`src/rtl/scr1_acc_copy.sv`:
```
// scr1_acc_copy: memory-mapped word copy/fill engine sitting beside the TCM.
// The CPU programs SRC/DST/LEN/FILL/mode through a 32-byte register window and
// writes START. The engine then walks LEN words through a single-port memory
// port in strict ascending order. Copy takes 2 cycles per word (RD then WR)
// and fill takes 1 cycle per word (WR only).
module scr1_acc_copy #(
  parameter logic [31:0] BASE_ADDR = 32'hF010_0000,
  parameter int          MEM_AW    = 14,
  parameter int          LEN_W     = 16,
  parameter int          DATA_W    = 32
) (
  input  logic              clk,
  input  logic              rst,
  input  logic              bus_sel,
  input  logic              bus_we,
  input  logic [31:0]       bus_addr,
  input  logic [DATA_W-1:0] bus_wdata,
  output logic [DATA_W-1:0] bus_rdata,
  output logic              mem_en,
  output logic              mem_we,
  output logic [MEM_AW-1:0] mem_addr,
  output logic [DATA_W-1:0] mem_wdata,
  input  logic [DATA_W-1:0] mem_rdata,
  output logic              irq
);

  typedef enum logic [1:0] {IDLE, RD, WR, DONE} state_t;

  state_t              state_q, state_d;
  logic [DATA_W-1:0]   src_r, dst_r, fill_r;
  logic [LEN_W-1:0]    len_r;
  logic                ctrl_mode, ctrl_irq_en;
  logic                done, err;
  logic [MEM_AW-1:0]   wsrc, wdst;
  logic [LEN_W-1:0]    wcnt;

  logic                hit, wr_hit, rd_hit, ctrl_wr, cfg_wr;
  logic                busy, start_acc, clr, err_set;
  logic [2:0]          off;
  logic [DATA_W-1:0]   status, rdata_d;
  logic                unused_addr_lsb;

  assign unused_addr_lsb = ^bus_addr[1:0];

  assign hit     = bus_sel && (bus_addr[31:5] == BASE_ADDR[31:5]);
  assign off     = bus_addr[4:2];
  assign wr_hit  = hit && bus_we;
  assign rd_hit  = hit && !bus_we;
  assign ctrl_wr = wr_hit && (off == 3'd0);
  assign cfg_wr  = wr_hit && (off == 3'd1 || off == 3'd2 || off == 3'd3 || off == 3'd5);

  assign busy      = (state_q == RD) || (state_q == WR);
  assign start_acc = ctrl_wr && bus_wdata[0] && (state_q == IDLE);
  assign clr       = ctrl_wr && bus_wdata[3];
  // Reconfiguration attempts while a transfer runs are dropped and flagged.
  // An irq_en update or a clr alone is harmless and does not flag.
  assign err_set   = busy && (cfg_wr ||
                     (ctrl_wr && (bus_wdata[0] || (bus_wdata[1] != ctrl_mode))));

  assign irq = done && ctrl_irq_en;

  // Build the status word and the read-data mux for the register window.
  always_comb begin
    status                = '0;
    status[0]             = busy;
    status[1]             = done;
    status[2]             = err;
    status[16 +: LEN_W]   = wcnt;
    rdata_d               = '0;
    case (off)
      3'd1:    rdata_d = src_r;
      3'd2:    rdata_d = dst_r;
      3'd3:    rdata_d = DATA_W'(len_r);
      3'd4:    rdata_d = status;
      3'd5:    rdata_d = fill_r;
      default: rdata_d = '0;
    endcase
  end

  // State register.
  always_ff @(posedge clk) begin
    if (rst) state_q <= IDLE;
    else     state_q <= state_d;
  end

  // Next-state logic and memory port drive. The memory port is a pure function of the state.
  always_comb begin
    state_d   = state_q;
    mem_en    = 1'b0;
    mem_we    = 1'b0;
    mem_addr  = '0;
    mem_wdata = '0;
    case (state_q)
      IDLE: begin
        // The mode bit comes from the same write, so "mode+start" in one write works.
        if (start_acc) begin
          if (len_r == '0)       state_d = DONE;
          else if (bus_wdata[1]) state_d = WR;
          else                   state_d = RD;
        end
      end
      RD: begin
        mem_en   = 1'b1;
        mem_addr = wsrc;
        state_d  = WR;
      end
      WR: begin
        mem_en    = 1'b1;
        mem_we    = 1'b1;
        mem_addr  = wdst;
        mem_wdata = ctrl_mode ? fill_r : mem_rdata;
        if (wcnt == LEN_W'(1)) state_d = DONE;
        else if (!ctrl_mode)   state_d = RD;
      end
      DONE:    state_d = IDLE;
      default: state_d = IDLE;
    endcase
  end

  // Register window, status flags and working counters.
  always_ff @(posedge clk) begin
    if (rst) begin
      bus_rdata   <= '0;
      src_r       <= '0;
      dst_r       <= '0;
      len_r       <= '0;
      fill_r      <= '0;
      ctrl_mode   <= 1'b0;
      ctrl_irq_en <= 1'b0;
      done        <= 1'b0;
      err         <= 1'b0;
      wsrc        <= '0;
      wdst        <= '0;
      wcnt        <= '0;
    end else begin
      if (rd_hit) bus_rdata <= rdata_d;

      if (ctrl_wr) begin
        ctrl_irq_en <= bus_wdata[2];
        if (!busy) ctrl_mode <= bus_wdata[1];
      end

      if (cfg_wr && !busy) begin
        case (off)
          3'd1:    src_r  <= bus_wdata;
          3'd2:    dst_r  <= bus_wdata;
          3'd3:    len_r  <= bus_wdata[LEN_W-1:0];
          3'd5:    fill_r <= bus_wdata;
          default: ;
        endcase
      end

      // done: set on leaving DONE. It is cleared by an accepted start or by an idle clr.
      if (state_q == DONE)               done <= 1'b1;
      else if (start_acc || (clr && !busy)) done <= 1'b0;

      // err: a fresh violation wins over a clr in the same write.
      if (err_set)  err <= 1'b1;
      else if (clr) err <= 1'b0;

      if (start_acc) begin
        wsrc <= src_r[MEM_AW+1:2];
        wdst <= dst_r[MEM_AW+1:2];
        wcnt <= len_r;
      end else if (state_q == WR) begin
        wsrc <= wsrc + MEM_AW'(1);
        wdst <= wdst + MEM_AW'(1);
        wcnt <= wcnt - LEN_W'(1);
      end
    end
  end

endmodule

```
`config.mk`:
```
export PLATFORM = sky130hd
export DESIGN_NAME = scr1_acc_copy
export DESIGN_NICKNAME = d
export VERILOG_FILES = /design/src/rtl/scr1_acc_copy.sv
export SDC_FILE = /design/constraint.sdc
export NUM_CORES = 1
export LEC_CHECK = 0
export ABC_AREA = 1
export BUFFER_PORTS_ARGS = -buffer_cell sky130_fd_sc_hd__buf_2
export CAP_MARGIN = 20
export CORE_ASPECT_RATIO = 0.75
export CORE_MARGIN = 1.5
export CORE_UTILIZATION = 57
export DETAILED_ROUTE_END_ITERATION = 10
export GPL_TIMING_DRIVEN = 0
export HOLD_SLACK_MARGIN = 0.06
export PLACE_DENSITY_LB_ADDON = 0.08
export SYNTH_ARGS = -nofsm -noshare
export SYNTH_HDL_FRONTEND = slang
export SYNTH_SLANG_ARGS = --single-unit
```
`constraint.sdc`:
```
create_clock -name clk -period 2.06 [get_ports clk]
set_input_delay 0.103 -clock clk [delete_from_list [all_inputs] [get_ports clk]]
set_output_delay 0.103 -clock clk [all_outputs]
set_load 0.05 [all_outputs]
```
# After elaboration in Yosys (flattened, before gate mapping)
# Cells that the tools add are included.
# classes
addsub,3
bitwise,1
n_reduce_logical,35
n_eq_ne,13
muxes,22
# op_table
op,n
32-bit case mux with 5 select lines,1
32-bit 2-to-1 mux,2
14-bit 2-to-1 mux,4
16-bit 2-to-1 mux,2
14-bit by 1-bit adder with 14-bit output (second input constant),2
14-bit case mux with 2 select lines,1
27-bit equality test (second input constant),1
16-bit by 1-bit equality test with 1-bit output (second input constant),1
16-bit logical NOT,1
16-bit by 1-bit subtractor with 16-bit output (second input constant),1
1-bit logical AND,13
2-bit AND reduction,6
2-bit 2-to-1 mux,5
2-bit case mux with 4 select lines,1
1-bit logical OR,7
3-bit by 2-bit equality test with 1-bit output (second input constant),2
3-bit equality test (second input constant),2
1-bit 2-to-1 mux,6
2-bit nonzero test,3
2-bit equality test (second input constant),2
3-bit by 1-bit equality test with 1-bit output (second input constant),1
3-bit logical NOT,1
3-bit by 2-bit inequality test with 1-bit output (second input constant),1
2-bit by 1-bit equality test with 1-bit output (second input constant),1
other kinds (6),7
# word_totals
wordCells,87
regBits,194

# Logic depth before layout (Yosys ltp)
# depth
word_depth,9
ltp_mapped,13

# Worst setup path after synthesis
# OpenSTA, ideal clock, no wires.
# synth_timing
path_type,register -> output
startpoint,reg state_q[0]
endpoint,out mem_wdata[0]
t_required_ns,1.957
path_buffers,3
stages_incl_launch_ff,8
setup_slack_ns,-0.763
arrival_time_ns,2.720
cell_sequence,dfxtp_1 inv_1 ha_1 clkbuf_1 buf_1 clkbuf_1 o21ai_0 a21oi_1
# synth_between
elab_chain_len,2
# synth_lines
element,line_no,rtl
start: declaration,29,"state_t state_q, state_d;"
start signal: assignment,83,else state_q <= state_d;
2-bit equality test,93,case (state_q)
32-bit 2-to-1 mux,93,
end: declaration,22,"output logic [DATA_W-1:0] mem_wdata,"
# No other way between the ends.

# Final worst setup path
# layout_timing
startpoint,reg state_q[0]
endpoint,reg fill_r[24]
# layout_between
elab_chain_len,5
elab_cells_between_ends,6
# layout_lines
element,line_no,rtl
2-bit by 1-bit equality test with 1-bit output or 2-bit equality test (tied branches),52,assign busy = (state_q == RD) || (state_q == WR);
1-bit logical OR *,52,
1-bit logical NOT *,143,if (cfg_wr && !busy) begin
1-bit logical AND *,143,
2-bit AND reduction (no source line) *,--,
end signal: assignment,148,3'd5: fill_r <= bus_wdata;
end: declaration,30,"logic [DATA_W-1:0] src_r, dst_r, fill_r;"
# Mark *: on every way between the ends. The rest lies on a longest branch, timed or not.
# A chain may end at the register's enable or synchronous reset.

==> results.txt <==
Status -> complete, no violations
GPL Wtd Cong -> 0.983
Max_cap viols -> 0
Cell family with most CP delay -> buffers and inverters
Grt ovf -> 0
Share of layout cells above drive strength 1 -> 0.185
Vias in the first global route -> 11000
Vias -> 12300
Post-Syn Nets -> 1727
Post-synthesis cell count -> 1618
First-pass GRT wire length -> 59.4 mm
Total Die Area -> 18900 um^2
# clock sinks -> 194
Post-synthesis cell type count -> 37
Drc violations -> 0
Peak Freq -> 0.489 GHz
Hold depth -> 5
H-Tree Level Count -> 4
Crit path buf inv count -> 4
R2R cell count -> 9
CP max stage cell -> dfxtp_2
Count of final hold-check violations -> 0
Largest net degree at the start of global routing -> 21
Die width -> 158 um
Core box area -> 17700 um^2
WS Path Type -> flip-flop to flip-flop
Reg2reg end -> fill_r[24]$_SDFFE_PP0P_
Worst-case clock buffer depth -> 2
Final-report setup violation count -> 0
Power per cell area -> 686 nW/um^2
Area delta synth->final -> 28.7%
NumNets Final -> 1958
Root buf cell -> clkbuf_16
CP required -> 2440 ps
Via density -> 5.85
CP cell instances -> inv_2 -> ha_4 -> clkinv_8 -> nand4_4 -> nor2_4 -> buf_4 -> buf_2 -> o21ai_0 -> nor2_1
Starting DRT DRC Count -> 1547
Detail Route Antenna Nets -> 0
Post-synthesis sequential area ratio -> 0.377
Global Route Usage Sum -> 0.413
Clock skew -> 15.5 ps
Most frequent cells in the layout -> 400 x nor2_1, 345 x nand2_1, 191 x dfxtp_1, 163 x o21ai_0, 155 x buf_2
CP endpoint kind -> flip-flop
Clock transition at path regs -> 80 ps
Core Util, Final -> 0.751
Final Max Tran Viols -> 0
Leak pwr -> 5.85 nW
RSZ-0062 raised after global routing -> yes
CP max stage delay -> 370 ps
Placement Setup Slack -> -645 ps
Crit share post-route -> 0.993
Avg Inst Size Synth -> 6.37 um^2
Hold Path End -> err$_SDFFE_PP0P_
Peak supply drop -> 0.607 mV
Die height -> 119 um
Post-Syn Area -> 10300 um^2
Final wirelength -> 39.0 mm
Diodes inserted -> 0
Initial antenna violation count -> 0
Worst-skew pair later-pin latency -> 450 ps
Rel. slew slack -> 0.426
Hold path start -> bus_we
Worst path arrival time -> 2430 ps
Yosys reg bits -> 194
Inserted Clock Buffers -> 17
R2r startpoint -> state_q[0]$_SDFFE_PP0P_
Total power -> 9.10 mW
Final worst path period need -> 2050 ps
IO Pins -> 181
# port buffers -> 178
Final worst slack -> 14.9 ps
Yosys warns -> 0
Worst-Margin Slew -> 861 ps
Number of cell rows -> 42
Register-to-register setup slack -> 10 ps
CTS tree -> built
TritonRoute pass-1 iters -> 8
Startpoint types -> flip-flop
Initial core utilization -> 0.584
Placed insts -> 2039
Fin cells -> 2103
Crit path max fanout -> 10
Routed WL per cell -> 18.6 um
HP Class -> input port to flip-flop
DP HPWL -> 28.0 mm
Commonest non-fill, non-tap cell in the layout -> nor2_1
==> cell families after synthesis <==
group,synth area share
and+or+nand+nor,0.331
buffers and inverters,0.0789
DFF,0.377
adders and majority gates,0.0109
AOI/OAI and AO/OA,0.189
xor gates and xnor gates,0.0136
==> metal layers <==
layer	GRT usage	share of wire
met1	0.581	0.41
met2	0.617	0.42
met4	0.103	0.022
met3	0.120	0.15
met5	0	0
==> how the worst max path moves through the flow <==
stage                                  from                      end  slack (ps)  depth (start not counted)
global route        state_q[0]$_SDFFE_PP0P_   dst_r[25]$_SDFFE_PP0P_          -8                          9
finish              state_q[0]$_SDFFE_PP0P_  fill_r[24]$_SDFFE_PP0P_          10                          9
floorplan           state_q[0]$_SDFFE_PP0P_            mem_wdata[16]          30                          7
detailed placement  state_q[0]$_SDFFE_PP0P_            mem_wdata[22]        -650                          8
global placement    state_q[0]$_SDFFE_PP0P_            mem_wdata[22]        -570                          8
CTS                 state_q[0]$_SDFFE_PP0P_            mem_wdata[11]          -6                          7
==> Yosys cell counts <==
cell type | count | share of area
nor2_1 | 414 | 0.15
a22oi_1 | 19 | 0.014
xor2_1 | 15 | 0.013
nor3_1 | 9 | 0.0044
buf_1 | 4 | 0.0015
o22ai_1 | 7 | 0.0042
clkinv_1 | 2 | 0.00073
a21oi_1 | 93 | 0.045
o2111ai_1 | 1 | 0.00085
dfxtp_1 | 194 | 0.38
nor2_4 | 4 | 0.0044
o21ai_0 | 183 | 0.089
nand2_2 | 1 | 0.00061
nand4_1 | 13 | 0.0079
inv_2 | 6 | 0.0022
a31oi_2 | 1 | 0.0012
o21bai_2 | 1 | 0.0011
buf_6 | 6 | 0.0066
buf_2 | 23 | 0.011
clkbuf_1 | 58 | 0.021
nor4_1 | 4 | 0.0024
or2_2 | 3 | 0.0018
o21ai_1 | 6 | 0.0029
a31oi_1 | 1 | 0.00061
o21bai_1 | 38 | 0.028
buf_4 | 2 | 0.0015
nor2_2 | 1 | 0.00061
nand2_1 | 345 | 0.13
inv_1 | 94 | 0.034
nand3_1 | 53 | 0.026
nand4_4 | 2 | 0.0041
a32o_1 | 1 | 0.00097
xnor2_1 | 1 | 0.00085
nand3b_1 | 1 | 0.00073
nor3_4 | 1 | 0.0016
ha_1 | 9 | 0.011
o211ai_1 | 2 | 0.0015
==> sequential cells by signal (all words and copies together) (netlist names), 2 cells and up <==
name / flops
state_q: 2
len_r: 16
dst_r: 32
bus_rdata: 32
wcnt: 16
wdst: 14
src_r: 32
fill_r: 32
wsrc: 14
==> layout make-up <==
type	instances	area (um^2)
buffer	89	528
tap	242	303
clock buffer	17	425
fill	1453	4400
clock inverter	14	156
inverter	102	399
sequential	194	3890
timing repair buffer	216	1460
multi-input combinational	1229	6100
==> metrics by stage <==
stage	TNS, ps	hold WS [ps]	instance area, um^2
2_1_floorplan	0	238	10800
3_3_place_gp	-25570	363	12000
3_5_place_dp	-29030	366	12000
4_1_cts	-10.0	137	13100
5_1_grt	-24.5	170	13300
6_report	0	153	13300
==> power breakdown <==
part / switching [mW] / leakage (nW) / total (mW) / internal [mW]
Combinational: 1.27 / 4.00 / 1.92 / 0.645
Clock: 1.73 / 0.286 / 3.36 / 1.63
Sequential: 0.0363 / 1.56 / 3.82 / 3.78
Total: 3.04 / 5.85 / 9.10 / 6.06
==> timing repair <==
item | in CTS | in global routing
hold buffers | 32 | 0
hold endpoints to repair | 108 | 0
pin swaps | 1 | 2
resized for setup | 90 | 66
endpoints found under the setup margin | 154 | 136
buffers inserted | 1 | 4
==> tightest hold or removal path, stage by stage <==
cell,delay (ps)
buf_2,150
nand3_1,80
o21ai_0,70
nand2_1,70
a21oi_1,60
Power figures use the tool's default switching activity.
